File: src/rtl/alu_exec_if.sv
// Request/response bundle for alu_exec_unit.
//   master: drives in_valid, alu_op, funct, a, b, out_ready
//   slave : drives in_ready, out_valid, result, zero, illegal, hi, lo
`timescale 1ns/1ps
interface alu_exec_if #(
  parameter int unsigned WIDTH = 32
);
  logic             in_valid;
  logic             in_ready;
  logic [2:0]       alu_op;
  logic [5:0]       funct;
  logic [WIDTH-1:0] a;
  logic [WIDTH-1:0] b;
  logic             out_valid;
  logic             out_ready;
  logic [WIDTH-1:0] result;
  logic             zero;
  logic             illegal;
  logic [WIDTH-1:0] hi;
  logic [WIDTH-1:0] lo;

  modport master (
    output in_valid, alu_op, funct, a, b, out_ready,
    input  in_ready, out_valid, result, zero, illegal, hi, lo
  );

  modport slave (
    input  in_valid, alu_op, funct, a, b, out_ready,
    output in_ready, out_valid, result, zero, illegal, hi, lo
  );
endinterface

File: src/rtl/alu_exec_unit.sv
// EX-stage ALU: decodes alu_op/funct, executes single-cycle ops in one edge,
// and runs mult/multu/div/divu iteratively (one bit per cycle) into HI/LO.
// Ports:
//   clk, rst_n : clock, asynchronous active-low reset
//   bus        : alu_exec_if slave (valid/ready request in, valid/ready result out,
//                result/zero/illegal plus architectural hi/lo)
`timescale 1ns/1ps
module alu_exec_unit #(
  parameter int unsigned WIDTH         = 32,
  parameter bit          ENABLE_MULDIV = 1'b1
) (
  input logic       clk,
  input logic       rst_n,
  alu_exec_if.slave bus
);

  localparam int unsigned CNT_W = (WIDTH > 1) ? $clog2(WIDTH) : 1;

  typedef enum logic [1:0] {IDLE, MUL, DIV, FIX} state_t;

  state_t             state, state_d;
  logic               out_valid_q, out_valid_d;
  logic [WIDTH-1:0]   result_q, result_d;
  logic               zero_q, zero_d;
  logic               illegal_q, illegal_d;
  logic [WIDTH-1:0]   hi_q, hi_d;
  logic [WIDTH-1:0]   lo_q, lo_d;
  logic [2*WIDTH-1:0] acc_q, acc_d;     // mult: {partial, multiplier}; div: {remainder, quotient}
  logic [WIDTH-1:0]   opnd_q, opnd_d;   // multiplicand or divisor magnitude
  logic [WIDTH-1:0]   dvnd_q, dvnd_d;   // original dividend, returned in hi on divide by zero
  logic [CNT_W-1:0]   cnt_q, cnt_d;
  logic               is_div_q, is_div_d;
  logic               neg_lo_q, neg_lo_d;
  logic               neg_hi_q, neg_hi_d;

  logic               in_ready;
  logic               accept;

  // decode outputs
  logic [WIDTH-1:0]   dec_res;
  logic               dec_ill, dec_wr_hi, dec_wr_lo, dec_mul, dec_div, dec_sgn;
  logic               slt_lt;
  logic [WIDTH-1:0]   a_mag, b_mag;

  // iteration/fix datapath
  logic [WIDTH:0]     mul_sum;
  logic [WIDTH:0]     div_rem_sh;
  logic [WIDTH:0]     div_trial;
  logic [2*WIDTH-1:0] prod_fix;
  logic [WIDTH-1:0]   fix_hi, fix_lo;

  assign in_ready = (state == IDLE) && (!out_valid_q || bus.out_ready);
  assign accept   = bus.in_valid && in_ready;

  // Operation decode from the live request fields; only consumed on accept.
  always_comb begin
    dec_res   = '0;
    dec_ill   = 1'b0;
    dec_wr_hi = 1'b0;
    dec_wr_lo = 1'b0;
    dec_mul   = 1'b0;
    dec_div   = 1'b0;
    dec_sgn   = 1'b0;
    slt_lt    = $signed(bus.a) < $signed(bus.b);
    case (bus.alu_op)
      3'd0: dec_res = bus.a + bus.b;
      3'd1: dec_res = bus.a & bus.b;
      3'd2: begin
        case (bus.funct)
          6'd32: dec_res = bus.a + bus.b;
          6'd34: dec_res = bus.a - bus.b;
          6'd36: dec_res = bus.a & bus.b;
          6'd37: dec_res = bus.a | bus.b;
          6'd42: dec_res = WIDTH'(slt_lt);
          6'd16: dec_res = hi_q;
          6'd18: dec_res = lo_q;
          6'd17: begin dec_res = bus.a; dec_wr_hi = 1'b1; end
          6'd19: begin dec_res = bus.a; dec_wr_lo = 1'b1; end
          6'd24: begin dec_mul = ENABLE_MULDIV; dec_sgn = 1'b1; dec_ill = !ENABLE_MULDIV; end
          6'd25: begin dec_mul = ENABLE_MULDIV; dec_ill = !ENABLE_MULDIV; end
          6'd26: begin dec_div = ENABLE_MULDIV; dec_sgn = 1'b1; dec_ill = !ENABLE_MULDIV; end
          6'd27: begin dec_div = ENABLE_MULDIV; dec_ill = !ENABLE_MULDIV; end
          default: dec_ill = 1'b1;
        endcase
      end
      3'd3: dec_res = bus.a - bus.b;
      3'd4: dec_res = bus.a | bus.b;
      3'd5: dec_res = WIDTH'(slt_lt);
      default: dec_ill = 1'b1;
    endcase
    a_mag = (dec_sgn && bus.a[WIDTH-1]) ? -bus.a : bus.a;
    b_mag = (dec_sgn && bus.b[WIDTH-1]) ? -bus.b : bus.b;
  end

  // One shift-add / restoring-subtract step, and sign fix-up of the final values.
  always_comb begin
    mul_sum    = {1'b0, acc_q[2*WIDTH-1:WIDTH]} + (acc_q[0] ? {1'b0, opnd_q} : {(WIDTH+1){1'b0}});
    div_rem_sh = {acc_q[2*WIDTH-1:WIDTH], acc_q[WIDTH-1]};
    div_trial  = div_rem_sh - {1'b0, opnd_q};
    prod_fix   = neg_lo_q ? -acc_q : acc_q;
    if (is_div_q) begin
      if (opnd_q == '0) begin
        fix_lo = '1;
        fix_hi = dvnd_q;
      end else begin
        fix_lo = neg_lo_q ? -acc_q[WIDTH-1:0] : acc_q[WIDTH-1:0];
        fix_hi = neg_hi_q ? -acc_q[2*WIDTH-1:WIDTH] : acc_q[2*WIDTH-1:WIDTH];
      end
    end else begin
      fix_lo = prod_fix[WIDTH-1:0];
      fix_hi = prod_fix[2*WIDTH-1:WIDTH];
    end
  end

  // Next-state and next-register values.
  always_comb begin
    state_d     = state;
    out_valid_d = out_valid_q;
    result_d    = result_q;
    zero_d      = zero_q;
    illegal_d   = illegal_q;
    hi_d        = hi_q;
    lo_d        = lo_q;
    acc_d       = acc_q;
    opnd_d      = opnd_q;
    dvnd_d      = dvnd_q;
    cnt_d       = cnt_q;
    is_div_d    = is_div_q;
    neg_lo_d    = neg_lo_q;
    neg_hi_d    = neg_hi_q;

    if (out_valid_q && bus.out_ready) out_valid_d = 1'b0;

    case (state)
      IDLE: begin
        if (accept) begin
          if (dec_mul) begin
            state_d  = MUL;
            is_div_d = 1'b0;
            acc_d    = {{WIDTH{1'b0}}, b_mag};
            opnd_d   = a_mag;
            neg_lo_d = dec_sgn && (bus.a[WIDTH-1] ^ bus.b[WIDTH-1]);
            neg_hi_d = 1'b0;
            cnt_d    = '0;
          end else if (dec_div) begin
            state_d  = DIV;
            is_div_d = 1'b1;
            acc_d    = {{WIDTH{1'b0}}, a_mag};
            opnd_d   = b_mag;
            dvnd_d   = bus.a;
            neg_lo_d = dec_sgn && (bus.a[WIDTH-1] ^ bus.b[WIDTH-1]);
            neg_hi_d = dec_sgn && bus.a[WIDTH-1];
            cnt_d    = '0;
          end else begin
            out_valid_d = 1'b1;
            result_d    = dec_res;
            zero_d      = (dec_res == '0);
            illegal_d   = dec_ill;
            if (dec_wr_hi) hi_d = bus.a;
            if (dec_wr_lo) lo_d = bus.a;
          end
        end
      end
      MUL: begin
        acc_d = {mul_sum, acc_q[WIDTH-1:1]};
        cnt_d = cnt_q + CNT_W'(1);
        if (cnt_q == CNT_W'(WIDTH-1)) state_d = FIX;
      end
      DIV: begin
        if (!div_trial[WIDTH]) acc_d = {div_trial[WIDTH-1:0], acc_q[WIDTH-2:0], 1'b1};
        else                   acc_d = {div_rem_sh[WIDTH-1:0], acc_q[WIDTH-2:0], 1'b0};
        cnt_d = cnt_q + CNT_W'(1);
        if (cnt_q == CNT_W'(WIDTH-1)) state_d = FIX;
      end
      FIX: begin
        state_d     = IDLE;
        out_valid_d = 1'b1;
        illegal_d   = 1'b0;
        hi_d        = fix_hi;
        lo_d        = fix_lo;
        result_d    = fix_lo;
        zero_d      = (fix_lo == '0);
      end
      default: state_d = IDLE;
    endcase
  end

  // State and datapath registers.
  always_ff @(posedge clk or negedge rst_n) begin
    if (!rst_n) begin
      state       <= IDLE;
      out_valid_q <= 1'b0;
      result_q    <= '0;
      zero_q      <= 1'b1;
      illegal_q   <= 1'b0;
      hi_q        <= '0;
      lo_q        <= '0;
      acc_q       <= '0;
      opnd_q      <= '0;
      dvnd_q      <= '0;
      cnt_q       <= '0;
      is_div_q    <= 1'b0;
      neg_lo_q    <= 1'b0;
      neg_hi_q    <= 1'b0;
    end else begin
      state       <= state_d;
      out_valid_q <= out_valid_d;
      result_q    <= result_d;
      zero_q      <= zero_d;
      illegal_q   <= illegal_d;
      hi_q        <= hi_d;
      lo_q        <= lo_d;
      acc_q       <= acc_d;
      opnd_q      <= opnd_d;
      dvnd_q      <= dvnd_d;
      cnt_q       <= cnt_d;
      is_div_q    <= is_div_d;
      neg_lo_q    <= neg_lo_d;
      neg_hi_q    <= neg_hi_d;
    end
  end

  assign bus.in_ready  = in_ready;
  assign bus.out_valid = out_valid_q;
  assign bus.result    = result_q;
  assign bus.zero      = zero_q;
  assign bus.illegal   = illegal_q;
  assign bus.hi        = hi_q;
  assign bus.lo        = lo_q;

endmodule

File: src/flat_wrapper.sv
// flat-port wrapper written by rule: the top's interface ports become plain ports
module alu_exec_unit_flat 
#(
  parameter int unsigned WIDTH         = 32,
  parameter bit          ENABLE_MULDIV = 1'b1
)
  (clk, rst_n, bus_in_valid, bus_alu_op, bus_funct, bus_a, bus_b, bus_out_ready, bus_in_ready, bus_out_valid, bus_result, bus_zero, bus_illegal, bus_hi, bus_lo);
  alu_exec_if #(.WIDTH(WIDTH)) bus_i ();
  input logic clk;
  input logic rst_n;
  input wire logic [$bits(bus_i.in_valid)-1:0] bus_in_valid;
  input wire logic [$bits(bus_i.alu_op)-1:0] bus_alu_op;
  input wire logic [$bits(bus_i.funct)-1:0] bus_funct;
  input wire logic [$bits(bus_i.a)-1:0] bus_a;
  input wire logic [$bits(bus_i.b)-1:0] bus_b;
  input wire logic [$bits(bus_i.out_ready)-1:0] bus_out_ready;
  output wire logic [$bits(bus_i.in_ready)-1:0] bus_in_ready;
  output wire logic [$bits(bus_i.out_valid)-1:0] bus_out_valid;
  output wire logic [$bits(bus_i.result)-1:0] bus_result;
  output wire logic [$bits(bus_i.zero)-1:0] bus_zero;
  output wire logic [$bits(bus_i.illegal)-1:0] bus_illegal;
  output wire logic [$bits(bus_i.hi)-1:0] bus_hi;
  output wire logic [$bits(bus_i.lo)-1:0] bus_lo;
  assign bus_i.in_valid = bus_in_valid;
  assign bus_i.alu_op = bus_alu_op;
  assign bus_i.funct = bus_funct;
  assign bus_i.a = bus_a;
  assign bus_i.b = bus_b;
  assign bus_i.out_ready = bus_out_ready;
  assign bus_in_ready = bus_i.in_ready;
  assign bus_out_valid = bus_i.out_valid;
  assign bus_result = bus_i.result;
  assign bus_zero = bus_i.zero;
  assign bus_illegal = bus_i.illegal;
  assign bus_hi = bus_i.hi;
  assign bus_lo = bus_i.lo;
  alu_exec_unit #(.WIDTH(WIDTH), .ENABLE_MULDIV(ENABLE_MULDIV)) u_core (.clk(clk), .rst_n(rst_n), .bus(bus_i));
endmodule
File: config.mk
export PLATFORM = sky130hd
export DESIGN_NAME = alu_exec_unit_flat
export DESIGN_NICKNAME = d
export VERILOG_FILES = /design/src/rtl/alu_exec_if.sv /design/src/rtl/alu_exec_unit.sv /design/src/flat_wrapper.sv
export SDC_FILE = /design/constraint.sdc
export NUM_CORES = 1
export LEC_CHECK = 0
export ABC_AREA = 1
export CORE_ASPECT_RATIO = 1.2
export CORE_UTILIZATION = 39
export DETAILED_ROUTE_END_ITERATION = 6
export PLACE_DENSITY_LB_ADDON = 0.2
export SYNTH_ARGS = -nofsm -noshare
export SYNTH_HDL_FRONTEND = slang
export SYNTH_SLANG_ARGS = --single-unit
File: constraint.sdc
create_clock -name clk -period 2.9 [get_ports clk]
set_input_delay 0.87 -clock clk [delete_from_list [all_inputs] [get_ports clk]]
set_output_delay 0.87 -clock clk [all_outputs]
set_load 0.01 [all_outputs]
==> metrics.cfg <==
[routing]
wirelength_mm = 168
route.detailed.wl_per_inst_um = 25.0
antenna_left = 0
vias = 38100
dr.pass1.iters = 7
drt-initial-drc-count = 4189
drcViolationCount = 1
via_per_inst = 5.67

[pwr]
vdd_drop_max_mv = 0.573
power.density_mw_per_mm2 = 821
switching_power_mw = 18.3
p_sw_frac = 0.526
seqPwrFrac = 0.179
totalPowerFinal_mw = 34.8
power_frac_clock = 0.132
combPwrFrac = 0.689
intPower_mw = 16.5
p_leak_nw = 21.6

[timing]
setup_viol_count_final = 33
worstMarginPinSlew_ns = 0.923
slew_violations = 0
min_period_ns = 3.04
slew_headroom = 0.384
layout_setup_ws_ns = -0.136
rsz0062_at_grt = true
fmax_ghz = 0.329
finalHoldViolations = 0
fin_skew_ns = 0.0211
period_share = 1.05

[placed_design]
port_buffers = 176
globalplace.congestion = 1.08
hpwlAfterDp_mm = 135

[synthesis]
yosys-top-cells-area = dfrtp_1 (21%), nand2_1 (18%), ha_1 (8.1%), inv_1 (7.7%), nor2_1 (7.1%)
yosysUniqueCellTypes = 64
ys_warn_count = 0
yosysTopAreaCell = dfrtp_1
synth_area_mm2 = 0.0283
syn-instance-count = 4713
ys_ff_latch = 237
yosys.area.top_type_share = 0.209
synth_fp_nets = 4977
syn_avg_cell_area_um2 = 6.00
yosysSeqAreaShare = 0.210

[global_route]
grt_pass1_vias = 36900
grt_pass1_wl_mm = 239
grt_usage = 0.446
grt_max_degree = 77
grt_remaining_overflow = 0
antenna_found_initial = 1

[final_layout]
final_util = 0.594
fill_cells = 7083
area_growth_pct = 49.9
final_cell_mix = nand2_1 (1,198), buf_4 (949), inv_1 (543)
final_net_count = 6034
final_common_cell = nand2_1
drive_gt1_frac = 0.295

[setup_path]
crit_path_max_incr_delay_ns = 0.38
path_cells = inv_2 > buf_12 > ha_4 > inv_4 > fa_2 > nand3_2 > nand2_2 > nand3_2 > nand2_2 > nand2_2 > nand2_4 > nand2_4 > nand2_8 > nand4_1 > buf_4 > nand3_4 > nand2_8 > buf_12 > buf_16 > nand2_4 > nand3_2 > nand2_2 > nand2_1 > nand2_1
endpoint_kind = flip-flop
cp_common_cell = nand2_2
worst-endpoint-arrival_ns = 3.54
critPathLaunchType = flip-flop
critPathBufInv = 6
required_ns = 3.40
crit_family = simple AND/OR/NAND/NOR gates
worst_path_max_delay_cell = dfrtp_1
critPathMaxFanout = 8
path_class = flip-flop to flip-flop

[floorplanning]
boundaryPins = 177
core_area_mm2 = 0.0714
num_rows = 107
fp.dieArea_mm2 = 0.0735
dieHeight_um = 297
die_w_um = 248
start_util = 0.396

[cts]
cts_buffers = 31
clockRootBuffer = clkbuf_16
h-tree-depth = 1
ctsHoldBuffers = 0
clockBufferDepth = 3
clock_latency_ns = 0.62
clk_pin_slew_ns = 0.06
tritoncts = done
clock-sinks = 237

[flow_run]
maxCapViolCount = 0

[worst_hold_path]
hold_path_class = primary input to asynchronous set/reset pin

[run_status]
violations = DRC, setup timing
outcome = finished with violations

## layer usage
layer / vias up / wire (um) / global-route usage
met5: - / 0 / 0
met4: 0 / 16000 / 0.348
met3: 596 / 14000 / 0.0793
met2: 1988 / 76500 / 0.721
met1: 17900 / 61500 / 0.516
li1: 17700 / - / -
## cell type report
class                      instances  area (um^2)  share of cell area
antenna                            2         5.00            0.000118
clock buffer                      39          856              0.0202
clock inverter                    18          315             0.00744
inverter                         605         2290              0.0541
multi-input combinational       3689        21600               0.511
sequential                       237         5940               0.140
tap                              926         1160              0.0273
timing repair buffer            1206        10200               0.240
## synthesized netlist by cell type, drive strengths merged
master and count:
a211oi 1, o221ai 25, a21oi 284, a22oi 32, clkinv 5, a21boi 3
nor2 567, nand3b 15, a221o 3, a31oi 88, a22o 1, o21bai 25
xor2 96, clkbuf 85, o211ai 48, inv 600, a221oi 1, nand2 1348
a21o 11, ha 183, fa 4, o221a 1, o21a 5, o2111ai 3
o22ai 85, nand4 67, nand3 372, o41ai 2, dfstp 1, buf 97
and3 2, nor3 56, o31ai 6, nor3b 2, o21ai 303, or2 10
nor4 19, and2 4, a32o 2, xnor2 15, dfrtp 236
## final timing paths
| path | to | depth (start not counted) | slack (ns) | start |
|---|---|---|---|---|
| max in group asynchronous | u_core.bus.result[5] | 2 | 1.97 | rst_n |
| hold reg to reg | u_core.dvnd_q[26] | 2 | 0.48 | u_core.dvnd_q[26] |
| setup / recovery | u_core.acc_q[38] | 24 | -0.14 | u_core.acc_q[31] |
| hold / removal | u_core.acc_q[62] | 1 | 0.15 | rst_n |
| setup reg to reg | u_core.acc_q[38] | 24 | -0.14 | u_core.acc_q[31] |
| min in group clk | u_core.dvnd_q[26] | 2 | 0.48 | u_core.dvnd_q[26] |
## sequential cells by signal, summed over array words and instances, names as in the netlist
name / flops
u_core.acc_q: 64
u_core.bus.hi: 32
u_core.bus.illegal: 1
u_core.bus.lo: 32
u_core.bus.out_valid: 1
u_core.bus.result: 32
u_core.bus.zero: 1
u_core.cnt_q: 5
u_core.dvnd_q: 32
u_core.is_div_q: 1
u_core.neg_hi_q: 1
u_core.neg_lo_q: 1
u_core.opnd_q: 32
u_core.state: 2
## kinds of logic (layout without fill, tap and decap cells)
group,Yosys count,after routing,share of synthesized area
AOI/OAI and AO/OA,929,929,0.191
xor gates and xnor gates,111,111,0.0344
adders and majority gates,187,187,0.0839
buffers and inverters,787,1868,0.111
DFF,237,237,0.210
other,0,2,0
and+or+nand+nor,2462,2462,0.369
## power by group through the flow
stage / registers [mW] / clock network, mW / logic [mW]
2_1_floorplan: 5.76 / 0 / 10.9
3_3_place_gp: 6.13 / 0 / 20.9
3_5_place_dp: 6.10 / 0 / 20.9
4_1_cts: 6.10 / 4.60 / 22.6
5_1_grt: 6.26 / 4.72 / 25.5
6_report: 6.23 / 4.59 / 24.0
## repair_timing
action	4_1_cts	5_1_grt
gates cloned	8	2
buffers inserted	36	32
pin swaps	80	145
setup endpoints to repair	92	126
endpoints found under the hold margin	0	0
gates resized for setup	438	421
## through the flow
step | hold WS [ns] | setup TNS (ns) | area (um^2) | setup WS (ns) | instances
5_1_grt | 0.172 | -8.62 | 42400 | -0.289 | 6720
6_report | 0.148 | -3.03 | 42400 | -0.136 | 6722
4_1_cts | 0.166 | -2.93 | 41200 | -0.186 | 6693
3_3_place_gp | 0.462 | -96.90 | 38100 | -1.33 | 6593
3_5_place_dp | 0.468 | -100.61 | 38100 | -1.33 | 6593
2_1_floorplan | 0.448 | 0 | 28300 | 0.00955 | 4713
(Power assumes the default switching activity.)
